==> src/rtl/reg_select_decoder_if.sv <==
// reg_select_decoder_if: instruction input, pipeline controls and register-file select outputs
interface reg_select_decoder_if;
  logic [31:0] ibus;
  logic        stall;
  logic        flush;
  logic [31:0] Aselect;
  logic [31:0] Bselect;
  logic [31:0] Dselect;
  logic [31:0] Imm;
  logic        immflag;
  modport master (output ibus, stall, flush, input Aselect, Bselect, Dselect, Imm, immflag);
  modport slave  (input ibus, stall, flush, output Aselect, Bselect, Dselect, Imm, immflag);
endinterface

==> src/rtl/reg_select_decoder.sv <==
// reg_select_decoder: IF/ID register with one-hot read selects and a delayed one-hot write select
module reg_select_decoder #(
  parameter int WB_DEPTH = 2
) (
  input logic clk,
  input logic reset,
  reg_select_decoder_if.slave bus
);
  logic [31:0] ir;
  logic [31:0] wb [WB_DEPTH];
  logic [4:0]  dest;
  logic [31:0] dsel_id;
  always_ff @(posedge clk or posedge reset)
    if (reset) ir <= '0;
    else if (bus.flush) ir <= '0;
    else if (!bus.stall) ir <= bus.ibus;
  // stage 0 takes a bubble (r0, which ignores writes) while stalled
  always_ff @(posedge clk or posedge reset)
    if (reset) begin
      for (int i = 0; i < WB_DEPTH; i++) wb[i] <= 32'h1;
    end else begin
      wb[0] <= bus.stall ? 32'h1 : dsel_id;
      for (int i = 1; i < WB_DEPTH; i++) wb[i] <= wb[i-1];
    end
  always_comb begin
    dest        = bus.immflag ? ir[20:16] : ir[15:11];
    dsel_id     = 32'h1 << dest;
    bus.immflag = |ir[31:26];
    bus.Aselect = 32'h1 << ir[25:21];
    bus.Bselect = 32'h1 << ir[20:16];
    bus.Imm     = {{16{ir[15]}}, ir[15:0]};
    bus.Dselect = wb[WB_DEPTH-1];
  end
endmodule

==> src/flat_wrapper.sv <==
// flat-port wrapper written by rule: the top's interface ports become plain ports
module reg_select_decoder_flat 
#(
  parameter int WB_DEPTH = 2
)
  (clk, reset, bus_ibus, bus_stall, bus_flush, bus_Aselect, bus_Bselect, bus_Dselect, bus_Imm, bus_immflag);
  reg_select_decoder_if bus_i ();
  input logic clk;
  input logic reset;
  input wire logic [$bits(bus_i.ibus)-1:0] bus_ibus;
  input wire logic [$bits(bus_i.stall)-1:0] bus_stall;
  input wire logic [$bits(bus_i.flush)-1:0] bus_flush;
  output wire logic [$bits(bus_i.Aselect)-1:0] bus_Aselect;
  output wire logic [$bits(bus_i.Bselect)-1:0] bus_Bselect;
  output wire logic [$bits(bus_i.Dselect)-1:0] bus_Dselect;
  output wire logic [$bits(bus_i.Imm)-1:0] bus_Imm;
  output wire logic [$bits(bus_i.immflag)-1:0] bus_immflag;
  assign bus_i.ibus = bus_ibus;
  assign bus_i.stall = bus_stall;
  assign bus_i.flush = bus_flush;
  assign bus_Aselect = bus_i.Aselect;
  assign bus_Bselect = bus_i.Bselect;
  assign bus_Dselect = bus_i.Dselect;
  assign bus_Imm = bus_i.Imm;
  assign bus_immflag = bus_i.immflag;
  reg_select_decoder #(.WB_DEPTH(WB_DEPTH)) u_core (.clk(clk), .reset(reset), .bus(bus_i));
endmodule
==> config.mk <==
export PLATFORM = sky130hd
export DESIGN_NAME = reg_select_decoder_flat
export DESIGN_NICKNAME = d
export VERILOG_FILES = /design/src/rtl/reg_select_decoder_if.sv /design/src/rtl/reg_select_decoder.sv /design/src/flat_wrapper.sv
export SDC_FILE = /design/constraint.sdc
export NUM_CORES = 1
export LEC_CHECK = 0
export ABC_CLOCK_PERIOD_IN_PS = 4200
export BUFFER_PORTS_ARGS = -buffer_cell sky130_fd_sc_hd__buf_2
export CORE_MARGIN = 2
export CORE_UTILIZATION = 53
export CTS_CLUSTER_DIAMETER = 30
export DETAILED_ROUTE_END_ITERATION = 8
export PLACE_DENSITY = 0.85
export SYNTH_ARGS = -nofsm -noshare
export SYNTH_HDL_FRONTEND = slang
export SYNTH_SLANG_ARGS = --single-unit
==> constraint.sdc <==
create_clock -name clk -period 4.2 [get_ports clk]
set_input_delay 0.42 -clock clk [delete_from_list [all_inputs] [get_ports clk]]
set_output_delay 0.42 -clock clk [all_outputs]
set_load 0.02 [all_outputs]
==> impl_metrics.py <==
metrics = {
    "layout": {
        "drive_above_1_share": 0.384,
        "diodes": 0,
        "fin_util": 0.614,
        "area_growth_pct": 13.7,
        "fillCellCount": 685,
        "nets": 549,
    },
    "floorplan": {
        "initial_core_util": 0.540,
        "dieArea_sq_um": 9030,
        "ios": 165,
        "dieHeight_um": 95.0,
        "fp-row-count": 33,
        "coreArea_sq_um": 8130,
        "die_x_um": 95.0,
    },
    "global_routing": {
        "grt-ovfl-total": 0,
        "grt_pass1_wl_mm": 14.1,
        "grt_antenna_before_repair": 0,
        "grt_pass1_vias": 2855,
        "grt_max_degree": 63,
        "grt_use_total": 0.205,
    },
    "placed_design": {
        "hpwl_mm": 6.47,
        "portBuffers": 164,
        "gp_congestion": 0.861,
    },
    "clock_network": {
        "cts.clk_slew.worst_paths_ps": 110,
        "cts_root_buf": "clkbuf_8",
        "cts-resized-gates": 0,
        "htree_levels": 3,
        "clock_latency_ps": 360,
        "cts_tree": "built",
        "cts_max_path_buffers": 2,
        "postCtsHoldBufs": 0,
        "cts_post_setup_buffers_inserted": 0,
        "cts_buffers": 9,
        "cts_sinks": 96,
    },
    "timing": {
        "setup_violations": 0,
        "fin_crit_ps": 2320,
        "rsz0062_at_grt": "no",
        "fin_crit_sh": 0.552,
        "slew_headroom": 0.258,
        "maxSlewViolCount": 0,
        "worstMarginPinSlew_ps": 1110,
        "skew_ps": 13.1,
        "tns_ps": 0,
        "hold_viol": 0,
        "fmax_mhz": 431,
    },
    "drt": {
        "routed_wirelength_mm": 8.91,
        "drt_iter0_drc": 157,
        "drc_errors": 0,
        "vias": 3140,
        "ant_nets": 0,
        "viasPerCell": 5.04,
        "avgRoutedWirePerCell_um": 14.3,
        "first_pass_iters": 4,
    },
    "yosys": {
        "yosysSeqAreaShare": 0.547,
        "synth_area_sq_um": 4390,
        "synth_async_sr_flop_share": 1.00,
        "synth_fp_nets": 463,
        "synth-main-ff-cell": "dfrtp_1",
        "synth_top_family_by_area": "simple AND/OR/NAND/NOR gates",
        "yosysMostFrequentCell": "nor2_1",
        "synthTopCellsByCount": "117 x nor2_1, 94 x dfrtp_1, 64 x buf_4",
        "synth.area.top_cells": "dfrtp_1 54%, buf_4 11%, nor2_1 10%",
        "synth_xor_area_frac": 0,
        "ys_types": 43,
        "synth-simple-area-share": 0.191,
        "yosys.area_share.adder": 0,
        "avgSynthCellArea_sq_um": 10.3,
        "synthCells": 427,
        "synth_edf_count": 0,
        "synth-seq-cells": 96,
        "synth_top_area_frac": 0.535,
        "synth_compound_area_frac": 0.0413,
        "synth_mux_area_frac": 0.0817,
        "yosys.area.top_type": "dfrtp_1",
        "synth_warnings": 0,
    },
    "flow_run": {
        "cap_violations": 0,
    },
    "critical_path": {
        "reg2reg_to": "u_core.wb[37]",
        "path_class": "reg -> out",
        "startpoint_type": "flip-flop",
        "rr_worst_depth": 4,
        "reg2reg_slack_ps": 1950,
        "critPathArrivalTime_ps": 1900,
        "reg2reg_from": "u_core.ir[27]",
        "path_max_fanout": 9,
        "cp.required_ps": 3780,
        "max_stage_delay_ps": 560,
        "path_cells": "inv_1 > or3_1 > nor2_1 > buf_2",
        "crit_slowest_cell": "dfrtp_1",
        "critPathCaptureType": "output pin",
    },
    "power_and_ir_drop": {
        "p_per_area_nw_per_um2": 377,
        "leakagePower_nw": 2.77,
        "ir_drop_mv": 0.151,
    },
    "hold_path": {
        "min_path_type": "in -> async",
    },
    "outcome": {
        "status": "finished, final reports clean",
    },
}
-- layout make-up --
type / instances / area (sq um) / share of cell area
multi-input combinational: 236 / 1380 / 0.277
clock buffer: 9 / 124 / 0.0248
clock inverter: 7 / 97.6 / 0.0195
sequential: 96 / 2400 / 0.481
timing repair buffer: 165 / 828 / 0.166
tap: 105 / 131 / 0.0263
inverter: 5 / 26.3 / 0.00526
-- through the flow --
step / area (sq um) / std cells / power [W] / hold WS, ps / setup WS, ps
finish: 5000 / 623 / 0.00188 / 183 / 1880
global route: 5000 / 623 / 0.00198 / 232 / 1680
CTS: 5000 / 623 / 0.00190 / 198 / 1860
detailed placement: 4770 / 607 / 0.00126 / 335 / 1990
global placement: 4770 / 607 / 0.00125 / 333 / 2050
floorplan: 4390 / 427 / 0.00121 / 331 / 1280
-- state kept, by name (all words and copies together), names as in the netlist --
register,cells
u_core.wb,32
u_core.ir,32
u_core.bus.Dselect,32
-- cell usage in the layout (no fill, tap or decap), types with 4 or more instances in the layout --
cell type  count
or3_1          5
nand3_1        6
dfrtp_1       94
nand2b_1       6
mux2i_1       33
nor4b_1        5
o21ai_0        4
nand2_1        7
a21oi_1        4
nor3_1         8
a211oi_1       6
nor2_1       117
buf_2        164
clkbuf_8       9
-- logic make-up (layout without fill, tap and decap cells) --
logic type | count (synthesis) | after routing
AO/OA/AOI/OAI | 25 | 25
buffers and inverters | 95 | 186
flip-flops | 96 | 96
multiplexers | 35 | 35
AND/OR/NAND/NOR | 176 | 176
-- critical path, delay by kind of cell (launching register included) --
family        cells  cell delay, ps
simple gates      2             560
flops             1             560
buf+inv           2             420
-- how the worst max path moves through the flow --
stage | end | from | depth (start not counted)
after global routing | u_core.wb[37] | u_core.ir[27] | 4
after CTS | bus_Bselect[10] | u_core.ir[19] | 4
after global placement | u_core.wb[41] | u_core.ir[27] | 4
final | bus_Bselect[10] | u_core.ir[19] | 4
after detailed placement | u_core.wb[35] | u_core.ir[27] | 4
after floorplan | u_core.bus.Dselect[10] | reset | 1
-- layer usage --
| layer | routed length (um) | track usage | part of all wire |
|---|---|---|---|
| met4 | 107 | 0.0543 | 0.012 |
| met3 | 542 | 0.0601 | 0.061 |
| met1 | 3720 | 0.271 | 0.42 |
| met2 | 4540 | 0.333 | 0.51 |
| met5 | 0 | 0 | 0 |
-- power breakdown --
part	switching, W	total (W)	internal (W)
logic	0.000171	0.000257	0.0000869
clock network	0.000348	0.000644	0.000296
registers	0.0000306	0.000982	0.000951
Power figures use the tool's default switching activity.
